===== config.mk =====
export PLATFORM = sky130hd
export DESIGN_NAME = csr_commit_flat
export DESIGN_NICKNAME = d
export VERILOG_FILES = /design/src/rtl/cpu_params_pkg.sv /design/src/rtl/cpu_structs_pkg.sv /design/src/rtl/functions_pkg.sv /design/src/rtl/csr_commit_if.sv /design/src/rtl/csr_fwd_match.sv /design/src/rtl/csr_commit.sv /design/src/flat_wrapper.sv
export SDC_FILE = /design/constraint.sdc
export NUM_CORES = 1
export LEC_CHECK = 0
export ABC_CLOCK_PERIOD_IN_PS = 2000
export BUFFER_PORTS_ARGS = -buffer_cell sky130_fd_sc_hd__buf_2
export CORE_UTILIZATION = 50
export CTS_CLUSTER_DIAMETER = 60
export DETAILED_ROUTE_END_ITERATION = 10
export PLACE_DENSITY = 0.78
export SLEW_MARGIN = 20
export SYNTH_ARGS = -nofsm -noshare
export SYNTH_HDL_FRONTEND = slang
export SYNTH_SLANG_ARGS = --single-unit

===== constraint.sdc =====
create_clock -name clk_in -period 2 [get_ports clk_in]
set_clock_uncertainty 0.15 [all_clocks]
set_input_delay 0.4 -clock clk_in [delete_from_list [all_inputs] [get_ports clk_in]]
set_output_delay 0.4 -clock clk_in [all_outputs]
set_load 0.02 [all_outputs]

===== src/rtl/cpu_params_pkg.sv =====
// CPU-wide widths and CSR address constants shared by the CSR commit pipe.
package cpu_params_pkg;

    localparam int unsigned RSZ     = 32;
    localparam int unsigned CSR_ASZ = 12;

    localparam logic [CSR_ASZ-1:0] CSR_MSTATUS = 12'h300;
    localparam logic [CSR_ASZ-1:0] CSR_MIE     = 12'h304;
    localparam logic [CSR_ASZ-1:0] CSR_MTVEC   = 12'h305;
    localparam logic [CSR_ASZ-1:0] CSR_MEPC    = 12'h341;
    localparam logic [CSR_ASZ-1:0] CSR_MIP     = 12'h344;

endpackage


===== src/rtl/cpu_structs_pkg.sv =====
// Pipe-entry payload carried through the MEM (S1) and WB (S2) slots.
package cpu_structs_pkg;

    import cpu_params_pkg::*;

    typedef struct packed {
        logic               valid;
        logic               wr;
        logic [CSR_ASZ-1:0] addr;
        logic [RSZ-1:0]     mdata;
        logic               ill;
        logic [CSR_ASZ-1:0] ill_addr;
    } csr_pipe_entry_t;

endpackage


===== src/rtl/functions_pkg.sv =====
// Helper functions for CSR handling: WARL write masks per CSR address.
package functions_pkg;

    import cpu_params_pkg::*;

    // Writable-bit mask; unlisted CSRs are treated as fully writable.
    function automatic logic [RSZ-1:0] csr_wmask(input logic [CSR_ASZ-1:0] addr);
        case (addr)
            CSR_MSTATUS:      return RSZ'(32'h0000_1888);
            CSR_MIE, CSR_MIP: return RSZ'(32'h0000_0888);
            CSR_MTVEC:        return RSZ'(32'hFFFF_FFFD);
            CSR_MEPC:         return RSZ'(32'hFFFF_FFFC);
            default:          return '1;
        endcase
    endfunction

endpackage


===== src/rtl/csr_commit_if.sv =====
// EXE request, lookup, CSR-file write and trap signals of the CSR commit pipe.
interface csr_commit_if;

    import cpu_params_pkg::*;

    logic               exe_valid_in;
    logic               exe_ready_out;
    logic               exe_csr_wr_in;
    logic [CSR_ASZ-1:0] exe_csr_addr_in;
    logic [RSZ-1:0]     exe_csr_wr_data_in;
    logic               exe_ill_in;
    logic [CSR_ASZ-1:0] exe_ill_addr_in;
    logic               flush_in;
    logic               wb_stall_in;
    logic [CSR_ASZ-1:0] lu_addr_in;
    logic               lu_hit_out;
    logic [RSZ-1:0]     lu_data_out;
    logic               lu_avail_out;
    logic               csr_we_out;
    logic [CSR_ASZ-1:0] csr_waddr_out;
    logic [RSZ-1:0]     csr_wdata_out;
    logic               ill_trap_out;
    logic [CSR_ASZ-1:0] ill_trap_addr_out;

    modport master (
        output exe_valid_in, exe_csr_wr_in, exe_csr_addr_in, exe_csr_wr_data_in,
               exe_ill_in, exe_ill_addr_in, flush_in, wb_stall_in, lu_addr_in,
        input  exe_ready_out, lu_hit_out, lu_data_out, lu_avail_out,
               csr_we_out, csr_waddr_out, csr_wdata_out, ill_trap_out, ill_trap_addr_out
    );

    modport slave (
        input  exe_valid_in, exe_csr_wr_in, exe_csr_addr_in, exe_csr_wr_data_in,
               exe_ill_in, exe_ill_addr_in, flush_in, wb_stall_in, lu_addr_in,
        output exe_ready_out, lu_hit_out, lu_data_out, lu_avail_out,
               csr_we_out, csr_waddr_out, csr_wdata_out, ill_trap_out, ill_trap_addr_out
    );

endinterface


===== src/rtl/csr_fwd_match.sv =====
// Two-entry priority lookup of in-flight CSR writes; the younger slot (S1) wins.
module csr_fwd_match
    import cpu_params_pkg::*;
(
    input  logic               s1_fwd,
    input  logic [CSR_ASZ-1:0] s1_addr,
    input  logic [RSZ-1:0]     s1_data,
    input  logic               s2_fwd,
    input  logic [CSR_ASZ-1:0] s2_addr,
    input  logic [RSZ-1:0]     s2_data,
    input  logic [CSR_ASZ-1:0] lu_addr,
    output logic               hit,
    output logic [RSZ-1:0]     data
);

    always_comb begin
        hit  = 1'b0;
        data = '0;
        if (s1_fwd && (s1_addr == lu_addr)) begin
            hit  = 1'b1;
            data = s1_data;
        end else if (s2_fwd && (s2_addr == lu_addr)) begin
            hit  = 1'b1;
            data = s2_data;
        end
    end

endmodule


===== src/rtl/csr_commit.sv =====
// Two-slot in-order CSR write pipe (MEM/WB): WARL masking, commit, illegal-CSR trap, forwarding.
// Build option CSR_COMMIT_FWD_EN: forward in-flight values to EXE instead of stalling it.
module csr_commit
    import cpu_params_pkg::*;
    import functions_pkg::*;
    import cpu_structs_pkg::*;
(
    input  logic         clk_in,
    input  logic         reset_in,
    csr_commit_if.slave  bus
);

    csr_pipe_entry_t s1;
    csr_pipe_entry_t s2;
    csr_pipe_entry_t cap;
    logic            retire;
    logic            s2_free;
    logic            kill;
    logic            ready;
    logic            capture;
    logic            advance;
    logic            match_hit;
    logic [RSZ-1:0]  match_data;

    assign retire  = s2.valid & ~bus.wb_stall_in;
    assign s2_free = ~s2.valid | retire;
    assign kill    = retire & s2.ill;
    assign ready   = ~s1.valid | s2_free;
    assign capture = bus.exe_valid_in & ready & ~bus.flush_in & ~kill;
    // A flushed or killed S1 entry must not slip into WB.
    assign advance = s1.valid & s2_free & ~bus.flush_in & ~kill;

    always_comb begin
        cap          = '0;
        cap.valid    = 1'b1;
        cap.wr       = bus.exe_csr_wr_in;
        cap.addr     = bus.exe_csr_addr_in;
        cap.mdata    = bus.exe_csr_wr_data_in & csr_wmask(bus.exe_csr_addr_in);
        cap.ill      = bus.exe_ill_in;
        cap.ill_addr = bus.exe_ill_addr_in;
    end

    always_ff @(posedge clk_in or negedge reset_in) begin
        if (!reset_in) begin
            s1 <= '0;
            s2 <= '0;
        end else begin
            if (advance)     s2       <= s1;
            else if (retire) s2.valid <= 1'b0;

            if (capture)                              s1       <= cap;
            else if (advance || bus.flush_in || kill) s1.valid <= 1'b0;
        end
    end

    assign bus.exe_ready_out     = ready;
    assign bus.csr_we_out        = retire & s2.wr & ~s2.ill;
    assign bus.csr_waddr_out     = s2.addr;
    assign bus.csr_wdata_out     = s2.mdata;
    assign bus.ill_trap_out      = kill;
    assign bus.ill_trap_addr_out = s2.ill_addr;

    csr_fwd_match u_fwd_match (
        .s1_fwd  (s1.valid & s1.wr & ~s1.ill),
        .s1_addr (s1.addr),
        .s1_data (s1.mdata),
        .s2_fwd  (s2.valid & s2.wr & ~s2.ill),
        .s2_addr (s2.addr),
        .s2_data (s2.mdata),
        .lu_addr (bus.lu_addr_in),
        .hit     (match_hit),
        .data    (match_data)
    );

    assign bus.lu_hit_out = match_hit;

`ifdef CSR_COMMIT_FWD_EN
    assign bus.lu_data_out  = match_data;
    assign bus.lu_avail_out = 1'b1;
`else
    // EXE waits for the commit, so the forwarded value is not exposed.
    logic unused_fwd_data;
    assign unused_fwd_data  = ^match_data;
    assign bus.lu_data_out  = '0;
    assign bus.lu_avail_out = ~match_hit;
`endif

endmodule


===== src/flat_wrapper.sv =====
// flat-port wrapper written by rule: the top's interface ports become plain ports
module csr_commit_flat import cpu_params_pkg::*; import functions_pkg::*; import cpu_structs_pkg::*;
  (clk_in, reset_in, bus_exe_valid_in, bus_exe_csr_wr_in, bus_exe_csr_addr_in, bus_exe_csr_wr_data_in, bus_exe_ill_in, bus_exe_ill_addr_in, bus_flush_in, bus_wb_stall_in, bus_lu_addr_in, bus_exe_ready_out, bus_lu_hit_out, bus_lu_data_out, bus_lu_avail_out, bus_csr_we_out, bus_csr_waddr_out, bus_csr_wdata_out, bus_ill_trap_out, bus_ill_trap_addr_out);
  csr_commit_if bus_i ();
  input  logic clk_in;
  input  logic reset_in;
  input wire logic [$bits(bus_i.exe_valid_in)-1:0] bus_exe_valid_in;
  input wire logic [$bits(bus_i.exe_csr_wr_in)-1:0] bus_exe_csr_wr_in;
  input wire logic [$bits(bus_i.exe_csr_addr_in)-1:0] bus_exe_csr_addr_in;
  input wire logic [$bits(bus_i.exe_csr_wr_data_in)-1:0] bus_exe_csr_wr_data_in;
  input wire logic [$bits(bus_i.exe_ill_in)-1:0] bus_exe_ill_in;
  input wire logic [$bits(bus_i.exe_ill_addr_in)-1:0] bus_exe_ill_addr_in;
  input wire logic [$bits(bus_i.flush_in)-1:0] bus_flush_in;
  input wire logic [$bits(bus_i.wb_stall_in)-1:0] bus_wb_stall_in;
  input wire logic [$bits(bus_i.lu_addr_in)-1:0] bus_lu_addr_in;
  output wire logic [$bits(bus_i.exe_ready_out)-1:0] bus_exe_ready_out;
  output wire logic [$bits(bus_i.lu_hit_out)-1:0] bus_lu_hit_out;
  output wire logic [$bits(bus_i.lu_data_out)-1:0] bus_lu_data_out;
  output wire logic [$bits(bus_i.lu_avail_out)-1:0] bus_lu_avail_out;
  output wire logic [$bits(bus_i.csr_we_out)-1:0] bus_csr_we_out;
  output wire logic [$bits(bus_i.csr_waddr_out)-1:0] bus_csr_waddr_out;
  output wire logic [$bits(bus_i.csr_wdata_out)-1:0] bus_csr_wdata_out;
  output wire logic [$bits(bus_i.ill_trap_out)-1:0] bus_ill_trap_out;
  output wire logic [$bits(bus_i.ill_trap_addr_out)-1:0] bus_ill_trap_addr_out;
  assign bus_i.exe_valid_in = bus_exe_valid_in;
  assign bus_i.exe_csr_wr_in = bus_exe_csr_wr_in;
  assign bus_i.exe_csr_addr_in = bus_exe_csr_addr_in;
  assign bus_i.exe_csr_wr_data_in = bus_exe_csr_wr_data_in;
  assign bus_i.exe_ill_in = bus_exe_ill_in;
  assign bus_i.exe_ill_addr_in = bus_exe_ill_addr_in;
  assign bus_i.flush_in = bus_flush_in;
  assign bus_i.wb_stall_in = bus_wb_stall_in;
  assign bus_i.lu_addr_in = bus_lu_addr_in;
  assign bus_exe_ready_out = bus_i.exe_ready_out;
  assign bus_lu_hit_out = bus_i.lu_hit_out;
  assign bus_lu_data_out = bus_i.lu_data_out;
  assign bus_lu_avail_out = bus_i.lu_avail_out;
  assign bus_csr_we_out = bus_i.csr_we_out;
  assign bus_csr_waddr_out = bus_i.csr_waddr_out;
  assign bus_csr_wdata_out = bus_i.csr_wdata_out;
  assign bus_ill_trap_out = bus_i.ill_trap_out;
  assign bus_ill_trap_addr_out = bus_i.ill_trap_addr_out;
  csr_commit u_core (.clk_in(clk_in), .reset_in(reset_in), .bus(bus_i));
endmodule

Word level (Yosys, flattened, before mapping)
Index checks and enable logic that the tools add are counted.
- equal/unequal tests: 7
- mux-type cells: 7
- bitwise logic cells: 25
- reductions and logical operators: 7
- operators by type and width (cell ; number):
    32-bit one-hot mux with 4 select lines ; 1
    12-bit by 10-bit equality test with 1-bit output (second input constant) ; 5
    32-bit bitwise AND ; 1
    12-bit equality test ; 2
    1-bit bitwise AND ; 14
    1-bit NOT ; 8
    1-bit 2-to-1 mux ; 6
    2-bit nonzero test ; 2
    1-bit logical AND ; 2
    1-bit logical OR ; 2
    1-bit bitwise OR ; 2
    2-bit OR reduction ; 1
- flip-flop bits (word level): 118
- input port bits: 75
- output and inout port bits: 93
- word-level logic and storage cells: 58

Logic depth before layout (Yosys ltp)
Gate-level depths: netlist (run 1).
- depth in word-level cells: 10
- depth in mapped cells: 6
- gate-level depth less buffers: 4

By module
Synthesis (run 1) repeated with hierarchy kept, for this count alone.
- cells, all modules: 614
- area, all modules: 6422.4 um2
- by module, submodules not included (module ; instances ; cells each ; area each (um2) ; sequential area each (um2)):
    csr_commit ; 1 ; 432 ; 5165.0 ; 2952.8
    csr_fwd_match ; 1 ; 182 ; 1257.5 ; 0.0

Least setup slack after synthesis (run 1)
OpenSTA, ideal clock, no wires.
- path kind: input port to output port
- start point: input bus_lu_addr_in[2]
- end point: output bus_lu_hit_out
- arrival time: 1.515 ns
- data required time: 1.450 ns
- slack: -0.065 ns
- stages: 4
- path buffers: 0
- cells stage by stage: xnor2_1 -> nand4_1 -> or4_1 -> o22ai_1
- word-level cells in the longest chain between the ends: 4
- elaborated cells between the ends (all ways): 6
- those cells by class: 2 x eq/ne; 2 x mux; 2 x reduce/logical
- ends and longest elaborated chain (element ; line ; source):
    start, declared ; flat_wrapper.sv:15 ; input wire logic [$bits(bus_i.lu_addr_in)-1:0] bus_lu_addr_in;
    12-bit equality test ; csr_fwd_match.sv:22 ; end else if (s2_fwd && (s2_addr == lu_addr)) begin
    1-bit logical AND ; csr_fwd_match.sv:22 ;
    1-bit 2-to-1 mux ; csr_fwd_match.sv:22 ;
    1-bit 2-to-1 mux (*) ; csr_fwd_match.sv:19 ; if (s1_fwd && (s1_addr == lu_addr)) begin
    end, declared ; flat_wrapper.sv:17 ; output wire logic [$bits(bus_i.lu_hit_out)-1:0] bus_lu_hit_out;
Mark *: on every way between the ends. The rest lies on a longest branch, timed or not.

Final worst setup path (run 1)
- start point: register u_core.s2, in the netlist u_core.bus.csr_waddr_out[4]
- end point: output bus_lu_avail_out
- word-level cells in the longest chain between the ends: 5
- ends and longest elaborated chain (element ; line ; source):
    start, declared ; csr_commit.sv:14 ; csr_pipe_entry_t s2;
    12-bit equality test ; csr_fwd_match.sv:22 ;
    1-bit logical AND ; csr_fwd_match.sv:22 ;
    1-bit 2-to-1 mux ; csr_fwd_match.sv:22 ;
    1-bit 2-to-1 mux ; csr_fwd_match.sv:19 ;
    1-bit NOT ; csr_commit.sv:85 ; assign bus.lu_avail_out = ~match_hit;
    end, declared ; flat_wrapper.sv:19 ; output wire logic [$bits(bus_i.lu_avail_out)-1:0] bus_lu_avail_out;
Every way passes these cells.

==> metrics, run 1 <==
pre-CTS setup slack -262 ps; Tmin final 2520 ps; Clock Latency Late Sink 510 ps; Cell Rows 37; Vias 3857; Mapped Cells between 400 and 500; TritonCTS Buffers 17; die area 11300 µm²; Root Driver clkbuf_8; GPL Wtd Cong around 0.83; # IOs approximately 170; IO Port Bufs approximately 140; post-synthesis sequential area ratio roughly 54%; routed wire length 12500 µm; Fmax 0.397 GHz; Yosys top cell by area dfrtp_1; Clock Pin Slew Worst Setup and Hold Paths 60 ps; global-route wire length before repair 19900 µm; Final Power 8.99 mW; Vias/cell 4.94; yosys warns 0; H-tree depth 4; placed instance area 5960 µm²; Sink Count 118; Avg Inst Size Synth ~12 µm²; Initial Util a little over half; CP Data Required Time 1450 ps; setup ws final -519 ps; largest net degree at the start of global routing 55; die width between 100 and 150 µm; Final Instance Count excl. Fillers 781; Multi-input gate area 1890 µm²; antenna cells 0; critical setup path kind reg -> out; Worst Setup End Kind output port; nets 708; worst setup path end bus_lu_avail_out; placed cells 692; RR Startpoint u_core.s2[12]; outcome complete, but fails checks; Final Cell Area approximately 7300 µm²; filler instances 711; final slew viol count 0; total negative setup slack -999 ps; Reg2Reg Capture Point u_core.s1[44]; Overflow after GRT 0; DP HPWL between 7000 and 8000 µm; # Max-Cap Violations 0; Util after Layout 70.3%; most common cell in the netlist dfrtp_1; initial antenna violation count 0; Power per Cell Area 1230 nW/µm²; antenna-violating nets left 0; RSZ-0062 raised after global routing yes; First-pass DRT Iterations 4; most instantiated cells after synthesis dfrtp_1 (118), nand2_1 (96), buf_4 (89); largest fanout on the critical path 2; Distinct cells, synth 29; synth top area cells dfrtp_1 (54%), buf_4 (12%), mux2_2 (12%); WL per Instance 16.1 µm; fraction of layout cells with a size suffix above 1 between 40% and 50%; FF-to-FF setup slack 50 ps; All-Layer GR Usage 22.9%; failing checks negative setup slack; Core ar. 10400 µm²; ys async rst share 100%; chip height 106 µm; final hold slack between 40 and 50 ps; Critical Path AT 1970 ps; sequential cell area 2960 µm²; Cell Area, Synth roughly 5400 µm²; Synth top area share 54.3%; Residual DRC 0; nature of the critical path startpoint flop; EDFF count, synth 0; Hold WC Path Type in -> reg; TritonCTS clock tree yes; Hold Vio Cnt, Final 0; worst reg2reg path depth 6; DRT iter0 DRCs 156; Clock Tree Buf Depth 2; synth-to-layout area growth 34.7%; final worst path period share 126%; Lkg Pwr 3.72 nW; peak supply drop between 0.6 and 0.7 mV; Synth Flop Type dfrtp_1; Finish-stage setup viols 2; vias in the first global route 4043; Yosys reg bits 118; Worst Setup SP u_core.bus.csr_waddr_out[4]
## power breakdown
part,internal [mW],switching (mW)
logic,1.05,1.21
registers,2.97,0.366
clock network,2.33,1.06
total,6.35,2.64
## registers in the layout, summed over array words and instances, names as in the netlist
register,count
u_core.bus.csr_waddr_out,12
u_core.s2,3
u_core.s1,59
u_core.bus.csr_wdata_out,32
u_core.bus.ill_trap_addr_out,12
## worst max-delay path, stage by stage (launching register included)
cell	delay (ps)
dfrtp_1	390
xor2_1	150
nor4_1	270
buf_4	170
nand4_1	130
o22a_1	230
buf_6	130
## worst min-delay path by stage
stage	startpoint	endpoint	cells past startpoint
after floorplan	reset_in	u_core.bus.csr_waddr_out[0]	0
after global placement	reset_in	u_core.bus.csr_wdata_out[28]	1
after detailed placement	reset_in	u_core.s1[41]	1
after CTS	bus_exe_csr_addr_in[2]	u_core.s1[47]	3
after global routing	bus_exe_csr_addr_in[2]	u_core.s1[47]	3
final	bus_exe_csr_addr_in[2]	u_core.s1[47]	3
## layer usage
| layer | up-vias | global-route usage (%) | share of wire, % |
|---|---|---|---|
| met4 | 0 | 8.73 | 1.6 |
| met2 | 147 | 41.8 | 53 |
| met3 | 17 | 5.40 | 4.8 |
| met5 | - | 0 | 0 |
| li1 | 1782 | - | - |
| met1 | 1911 | 25.8 | 41 |
## logic make-up after synthesis
logic type	Yosys count	share of synthesized area (%)
other	1	0.0690
flip-flops	118	54.3
multiplexers	59	12.3
XOR/XNOR	26	4.19
AO/OA/AOI/OAI	38	5.98
AND/OR/NAND/NOR	115	8.88
buffers and inverters	110	14.3
## area by class of cell
cell class	count	area share (%)
clock buffers	19	6.03
clock inverters	12	3.07
inverters	2	0.102
multi-input cells	270	25.8
flip-flops and latches	118	40.3
well taps	136	2.32
repair buffers	224	22.3
## cells in the final DEF (no fill, tap or decap), types with 3 or more instances in the layout
master / n
o21ai_0: 4
mux2_2: 58
buf_12: 7
buf_4: 28
nand2_1: 95
clkbuf_8: 3
nand4_1: 5
conb_1: 32
a22o_1: 27
clkbuf_16: 18
xor2_1: 13
xnor2_1: 11
nor4_1: 3
bufinv_16: 6
dlygate4sd3_1: 55
dfrtp_1: 116
buf_2: 128
buf_6: 4
clkinvlp_4: 3
## what timing repair did
item / CTS / global route
cloned: 0 / 2
endpoints found under the hold margin: 172 / 0
setup endpoints to repair: 4 / 5
resized for setup: 11 / 8
buffers inserted: 2 / 2
hold buffers: 55 / 0
pin swaps: 9 / 8
Power figures use the tool's default switching activity.
==> run 2, diff against run 1 <==
Settings changed: CAP_MARGIN set to 10, RECOVER_POWER set to 25.
==> metrics, run 2 (same netlist as run 1, synthesis figures left out) <==
Lkg Pwr around 3.7 nW; Hold WC Path Type in -> reg; outcome complete, but fails checks; CP Data Required Time between 1000 and 1500 ps; nature of the critical path startpoint flop; Slew @ Worst Pin 1120 ps; Hold EP u_core.s1[47]; Worst Setup End Kind output port; Hold Vio Cnt, Final 0; Root Driver clkbuf_8; All-Layer GR Usage 22.9%; failing checks negative setup slack; FF-to-FF setup slack 50 ps; Reg2Reg Capture Point u_core.s1[44]; Vias 3857; Sink Count 118; Vias/cell between 4 and 5; relative slew slack between 20% and 30%; Finish-stage setup viols 2; initial antenna violation count 0; # IOs about 170; IO Port Bufs 135; First-pass DRT Iterations 4; Multi-input gate area 1890 µm²; global-route wire length before repair 19900 µm; die width 106 µm; nets about 710; routed wire length 12500 µm; Initial Util between 50% and 60%; TritonCTS clock tree yes; Fmax between 0.3 and 0.4 GHz; RR Startpoint u_core.s2[12]; sequential cell area 2960 µm²; RSZ-0062 raised after global routing yes; Clock Pin Slew Worst Setup and Hold Paths 60 ps; max reg flops around 60; TritonCTS Buffers 17; most frequent cells in the layout buf_2 (128), dfrtp_1 (116), nand2_1 (95); HP Start bus_exe_csr_addr_in[2]; Biggest register u_core.s1; WL per Instance between 15 and 20 µm; synth-to-layout area growth 34.5%; Clock Latency Late Sink ~510 ps; filler instances roughly 700; Overflow after GRT 0; Power per Cell Area around 1200 nW/µm²; Clock Tree Buf Depth 2; worst reg2reg path depth 6; antenna-violating nets left 0; Core ar. 10400 µm²; critical setup path kind reg -> out; peak supply drop ~0.60 mV; DP HPWL 7660 µm; commonest non-fill, non-tap cell in the layout buf_2; # Max-Cap Violations 0; Cell Rows 37; Util after Layout between 70% and 80%; setup ws final -519 ps; DRT iter0 DRCs 156; antenna cells 0; final worst path period share 126%; largest fanout on the critical path 2; GPL Wtd Cong 0.833; pre-CTS setup slack -262 ps; vias in the first global route 4043; Critical Path AT 1970 ps; final slew viol count 0; Residual DRC 0; die area approximately 11000 µm²; hold-critical path depth 3; fraction of layout cells with a size suffix above 1 42.0%; largest net degree at the start of global routing 55; H-tree depth 4; chip height 106 µm; Tmin final 2520 ps
[run 2: cell types whose count changed in the layout (fill, tap and decap cells not counted), sizes merged]
cell	before	now
buf	167	165
clkbuf	21	23
[run 2: worst max path at each step]
stage / from / endpoint / slack, ps / depth (start not counted)
final: u_core.bus.csr_waddr_out[4] / bus_lu_avail_out / -520 / 6
after global routing: u_core.bus.csr_waddr_out[6] / bus_lu_avail_out / -610 / 6
after CTS: u_core.bus.csr_waddr_out[6] / bus_lu_avail_out / -550 / 6
after detailed placement: bus_lu_addr_in[1] / bus_lu_avail_out / -260 / 6
after global placement: bus_lu_addr_in[0] / bus_lu_avail_out / -200 / 6
after floorplan: bus_lu_addr_in[2] / bus_lu_avail_out / 20 / 4
[run 2: layout make-up]
cell class                 instances  area share [%]
sequential                       118            40.4
inverter                           2           0.103
tap                              136            2.33
clock buffer                      19            6.04
timing repair buffer             224            22.2
multi-input combinational        270            25.8
clock inverter                    12            3.08
[run 2: repair_timing]
action / CTS / global route
gates resized for setup: 11 / 8
hold endpoints to repair: 172 / 0
endpoints found under the setup margin: 4 / 5
hold buffers: 55 / 0
cloned: 0 / 2
pin swaps: 9 / 8
buffers inserted: 2 / 2
[run 2: where the power goes]
| group | leakage [nW] | total (mW) | internal [mW] | switching (mW) |
|---|---|---|---|---|
| clock | 0.316 | 3.40 | 2.33 | 1.06 |
| sequential | 1.46 | 3.34 | 2.97 | 0.366 |
| combinational | 1.93 | 2.25 | 1.04 | 1.21 |
| total | 3.71 | 8.98 | 6.35 | 2.64 |
[run 2: per-stage QoR]
stage	power, mW	TNS, ps	std cells	hold slack, ps	cell area [µm²]
floorplan	5.15	0	498	-45.6	5560
global placement	5.34	-4180	692	150	5960
detailed placement	5.43	-4780	692	156	5960
CTS	8.99	-1060	780	15.5	7230
global route	9.38	-6300	781	37.1	7310
finish	8.98	-999	781	40.2	7310
[run 2: layer usage]
layer  global-route usage, %  up-vias  routed length, µm
met1                    25.8     1912               5140
met2                    41.8      146               6590
li1                        -     1782                  -
met5                       0        -                  0
met3                    5.40       17                604
met4                    8.73        0                202
[run 2: critical path, stage by stage (launching register included)]
cell	delay (ps)
dfrtp_1	390
xor2_1	150
nor4_1	270
buf_4	170
nand4_1	130
o22a_1	230
buf_6	130
